===== src/rtl/maze_pkg.sv =====
// Shared definitions for the maze test environment.
// Holds the maze geometry, the direction encoding used on the solver
// output stream, the checker result codes and the checker state encoding.
package maze_pkg;

  localparam int MAZE_WIDTH = 17;
  localparam int COORD_W    = 5;
  localparam int STEP_W     = 9;

  localparam logic [COORD_W-1:0] LAST_IDX = COORD_W'(MAZE_WIDTH - 1);

  typedef enum logic [1:0] {
    DIR_RIGHT = 2'd0,   // y+1
    DIR_DOWN  = 2'd1,   // x+1
    DIR_LEFT  = 2'd2,   // y-1
    DIR_UP    = 2'd3    // x-1
  } dir_e;

  typedef enum logic [2:0] {
    ERR_NONE    = 3'd0,
    ERR_WALL    = 3'd1,
    ERR_OOB     = 3'd2,
    ERR_SHORT   = 3'd3,
    ERR_OVERRUN = 3'd4,
    ERR_TIMEOUT = 3'd5,
    ERR_EARLY   = 3'd6
  } err_e;

  typedef enum logic [2:0] {
    ST_IDLE   = 3'd0,
    ST_SEND   = 3'd1,
    ST_WAIT   = 3'd2,
    ST_RECV   = 3'd3,
    ST_REPORT = 3'd4
  } chk_state_e;

endpackage


===== src/rtl/maze_dir_step.sv =====
// Combinational single-step move: applies one direction to a cell position.
// Coordinates come out signed and one bit wider so a step off either edge
// is visible as a value, and oob flags it directly.
// Ports:
//   x, y           current cell (0..MAZE_WIDTH-1)
//   dir            direction to move
//   next_x, next_y resulting cell, signed
//   oob            next cell lies outside the maze
module maze_dir_step
  import maze_pkg::*;
(
  input  logic [COORD_W-1:0] x,
  input  logic [COORD_W-1:0] y,
  input  dir_e               dir,
  output logic signed [5:0]  next_x,
  output logic signed [5:0]  next_y,
  output logic               oob
);

  localparam logic signed [5:0] MAX_C = 6'(MAZE_WIDTH - 1);

  logic signed [5:0] cur_x;
  logic signed [5:0] cur_y;

  always_comb begin
    cur_x  = signed'({1'b0, x});
    cur_y  = signed'({1'b0, y});
    next_x = cur_x;
    next_y = cur_y;
    case (dir)
      DIR_RIGHT: next_y = cur_y + 6'sd1;
      DIR_DOWN:  next_x = cur_x + 6'sd1;
      DIR_LEFT:  next_y = cur_y - 6'sd1;
      DIR_UP:    next_x = cur_x - 6'sd1;
      default:   next_x = cur_x;
    endcase
    oob = (next_x < 6'sd0) || (next_x > MAX_C) ||
          (next_y < 6'sd0) || (next_y > MAX_C);
  end

endmodule


===== config.mk =====
export PLATFORM = sky130hd
export DESIGN_NAME = maze_dir_step
export DESIGN_NICKNAME = d
export VERILOG_FILES = /design/src/rtl/maze_pkg.sv /design/src/rtl/maze_dir_step.sv
export SDC_FILE = /design/constraint.sdc
export NUM_CORES = 1
export LEC_CHECK = 0
export ABC_AREA = 0
export CAP_MARGIN = 25
export CORE_AREA = 2 2 39 41
export DETAILED_ROUTE_END_ITERATION = 7
export DIE_AREA = 0 0 41 43
export GPL_TIMING_DRIVEN = 0
export PLACE_DENSITY = 0.83
export SLEW_MARGIN = 20
export SYNTH_ARGS = -nofsm -noshare
export SYNTH_HDL_FRONTEND = slang
export SYNTH_SLANG_ARGS = --single-unit

===== constraint.sdc =====
create_clock -name vclk -period 2.3
set_input_delay 0.23 -clock vclk [all_inputs]
set_output_delay 0.23 -clock vclk [all_outputs]
set_load 0.01 [all_outputs]

==> impl_metrics.py <==
metrics = {
    "hold_path": {
        "holdCritPathClass": "input pin to output pin",
    },
    "yosys": {
        "synth_cell_type_count": 37,
        "synthCells": 73,
        "synth_nets": 91,
        "yosys_warnings": 0,
        "synth-seq-area-share_pct": 0,
        "synth_area_leader_cell": "ha_1",
        "avgSynthCellArea_um2": 7.73,
        "yosys-top-cells-area": "ha_1 (11%), mux2i_1 (7.1%), xor2_1 (6.2%)",
        "netlist_area_um2": 564,
        "synth_top_area_share_pct": 11.1,
    },
    "sta": {
        "rsz0062_at_grt": "no",
        "period_share_pct": 98.3,
        "fmax_mhz": 442,
        "maxSlewViolCount": 0,
        "relSlewSlack_pct": 81.3,
        "setup_violations": 0,
        "finalHoldViolations": 0,
        "tightest_slew_ns": 0.280,
        "setup_ws_ns": 0.0389,
        "fin_crit_ns": 2.26,
    },
    "route": {
        "vias_per_cell": 5.61,
        "ant_nets": 0,
        "dr.pass1.iters": 4,
        "dr_total_vias": 662,
        "wl_per_cell_um": 13.7,
        "drt_iter0_drc": 6,
        "drc_errors": 0,
        "wl_um": 1610,
    },
    "floorplanning": {
        "start_util_pct": 40.8,
        "die-area_um2": 1760,
        "ios": 25,
        "dieWidth_um": 41,
        "core-area_um2": 1380,
        "rows": 14,
        "die_y_um": 43,
    },
    "global_routing": {
        "grtUsageTotal_pct": 19.9,
        "grt_pass1_wl_um": 2600,
        "grt_pass1_vias": 617,
        "antenna_found_initial": 0,
        "grt_max_degree": 11,
        "grt-ovfl-total": 0,
    },
    "clocking": {
        "hold_buffers": 0,
    },
    "flow_run": {
        "maxCapViolations": 0,
    },
    "placed_design": {
        "hpwl_um": 1150,
        "pre_cts_slack_ns": -0.863,
        "gp_congestion": 0.749,
        "portBuffers": 25,
    },
    "power_and_ir_drop": {
        "total_power_uw": 215,
        "p_per_area_nw_per_um2": 232,
        "vdd.ir_drop.worst_mv": 0.114,
        "power.leakage_nw": 0.403,
    },
    "worst_setup_path": {
        "cp-start-kind": "input pin",
        "path_class": "input pin to output pin",
        "required_ns": 2.07,
        "endpoint_kind": "output pin",
        "cp_max_fo": 6,
        "cp.arrival_ns": 2.03,
    },
    "layout": {
        "seq_cell_count": 0,
        "diodes": 0,
        "ff_latch_area_um2": 0,
        "clockBufferCount": 0,
        "final_util_pct": 67.0,
        "synthToLayoutAreaGrowth_pct": 64.3,
        "drive_gt1_share_pct": 28.4,
        "nNetsFinal": 122,
    },
    "status": {
        "status": "finished, final reports clean",
    },
}
[critical path, cell delays in order]
cell	delay [ns]
clkdlybuf4s50_1	0.52
or2_1	0.31
nor4b_2	0.24
o21ai_0	0.13
xor2_1	0.26
inv_1	0.06
dlygate4sd2_1	0.28
[power breakdown]
| group | internal [mW] | total [mW] | switching [mW] | leakage [nW] |
|---|---|---|---|---|
| Sequential | 0 | 0 | 0 | 0 |
| Combinational | 0.114 | 0.215 | 0.101 | 0.403 |
| Clock | 0 | 0 | 0 | 0 |
[placed cells by master (no fill, tap or decap), drive strengths merged, types with 3 or more instances in the layout]
master,n
dlygate4sd2,9
xor2,4
nand2,6
clkdlybuf4s50,11
buf,8
nor2,4
mux2i,4
or2,4
o21ai,6
nand3b,3
xnor2,3
inv,4
ha,5
[logic make-up after synthesis]
kind of cell	Yosys count	synth area share [%]
AOI/OAI and AO/OA	17	22.4
buffers and inverters	7	7.98
muxes	5	9.09
and+or+nand+nor	31	35.0
adders and majority gates	6	14.6
xor gates and xnor gates	7	10.9
[final timing paths]
check  cells after the start        end    from
min                        4  next_x[5]  dir[0]
max                        7  next_x[4]    x[2]
[cells in the mapped netlist]
| library cell | instances |
|---|---|
| and4b_1 | 1 |
| nand3_1 | 2 |
| a32oi_1 | 1 |
| inv_1 | 4 |
| nor3b_1 | 1 |
| o31ai_1 | 1 |
| a22o_1 | 1 |
| a21o_2 | 1 |
| nor4b_1 | 1 |
| nor4_1 | 1 |
| xnor2_1 | 3 |
| nand4bb_1 | 1 |
| or2_1 | 4 |
| mux2_1 | 1 |
| nor2b_1 | 2 |
| o21ai_0 | 5 |
| and3_1 | 1 |
| nand2b_1 | 2 |
| fa_1 | 1 |
| nor2_1 | 4 |
| nand3b_1 | 3 |
| a211oi_1 | 2 |
| o31ai_2 | 1 |
| mux2i_1 | 4 |
| ha_1 | 5 |
| nand2_1 | 5 |
| o211ai_1 | 1 |
| buf_6 | 2 |
| a221o_1 | 1 |
| nor4b_2 | 1 |
| nand2_2 | 1 |
| xor2_1 | 4 |
| a21o_1 | 1 |
| o21ai_2 | 1 |
| nor3_2 | 1 |
| o22ai_1 | 1 |
| buf_4 | 1 |
[through the flow]
stage	cell area, µm²	cells	TNS (ns)	hold WS (ns)
after floorplan	564	73	0	0.547
after global placement	835	114	-4.05	1.51
final	927	118	0	1.11
after CTS	882	117	-0.00601	1.25
after global routing	927	118	0	1.13
after detailed placement	835	114	-4.22	1.52
[metal layers]
| layer | track usage [%] | share of wire (%) | vias to the layer above |
|---|---|---|---|
| met4 | 0 | 0 | 0 |
| li1 | - | - | 331 |
| met5 | 0 | 0 | - |
| met1 | 25.4 | 45 | 308 |
| met2 | 36.9 | 50 | 23 |
| met3 | 0.524 | 5.2 | 0 |
[what timing repair did]
action,in CTS,in global routing
gates resized for setup,26,12
pin swaps,3,2
setup endpoints to repair,10,7
setup buffers,3,1
[layout make-up]
cell class / count / area [µm²]
buffer: 3 / 30.0
fill: 119 / 457
inverter: 4 / 17.5
multi-input combinational: 66 / 601
tap: 16 / 20.0
timing repair buffer: 29 / 259
No activity file was read; power rests on OpenSTA's default activity.
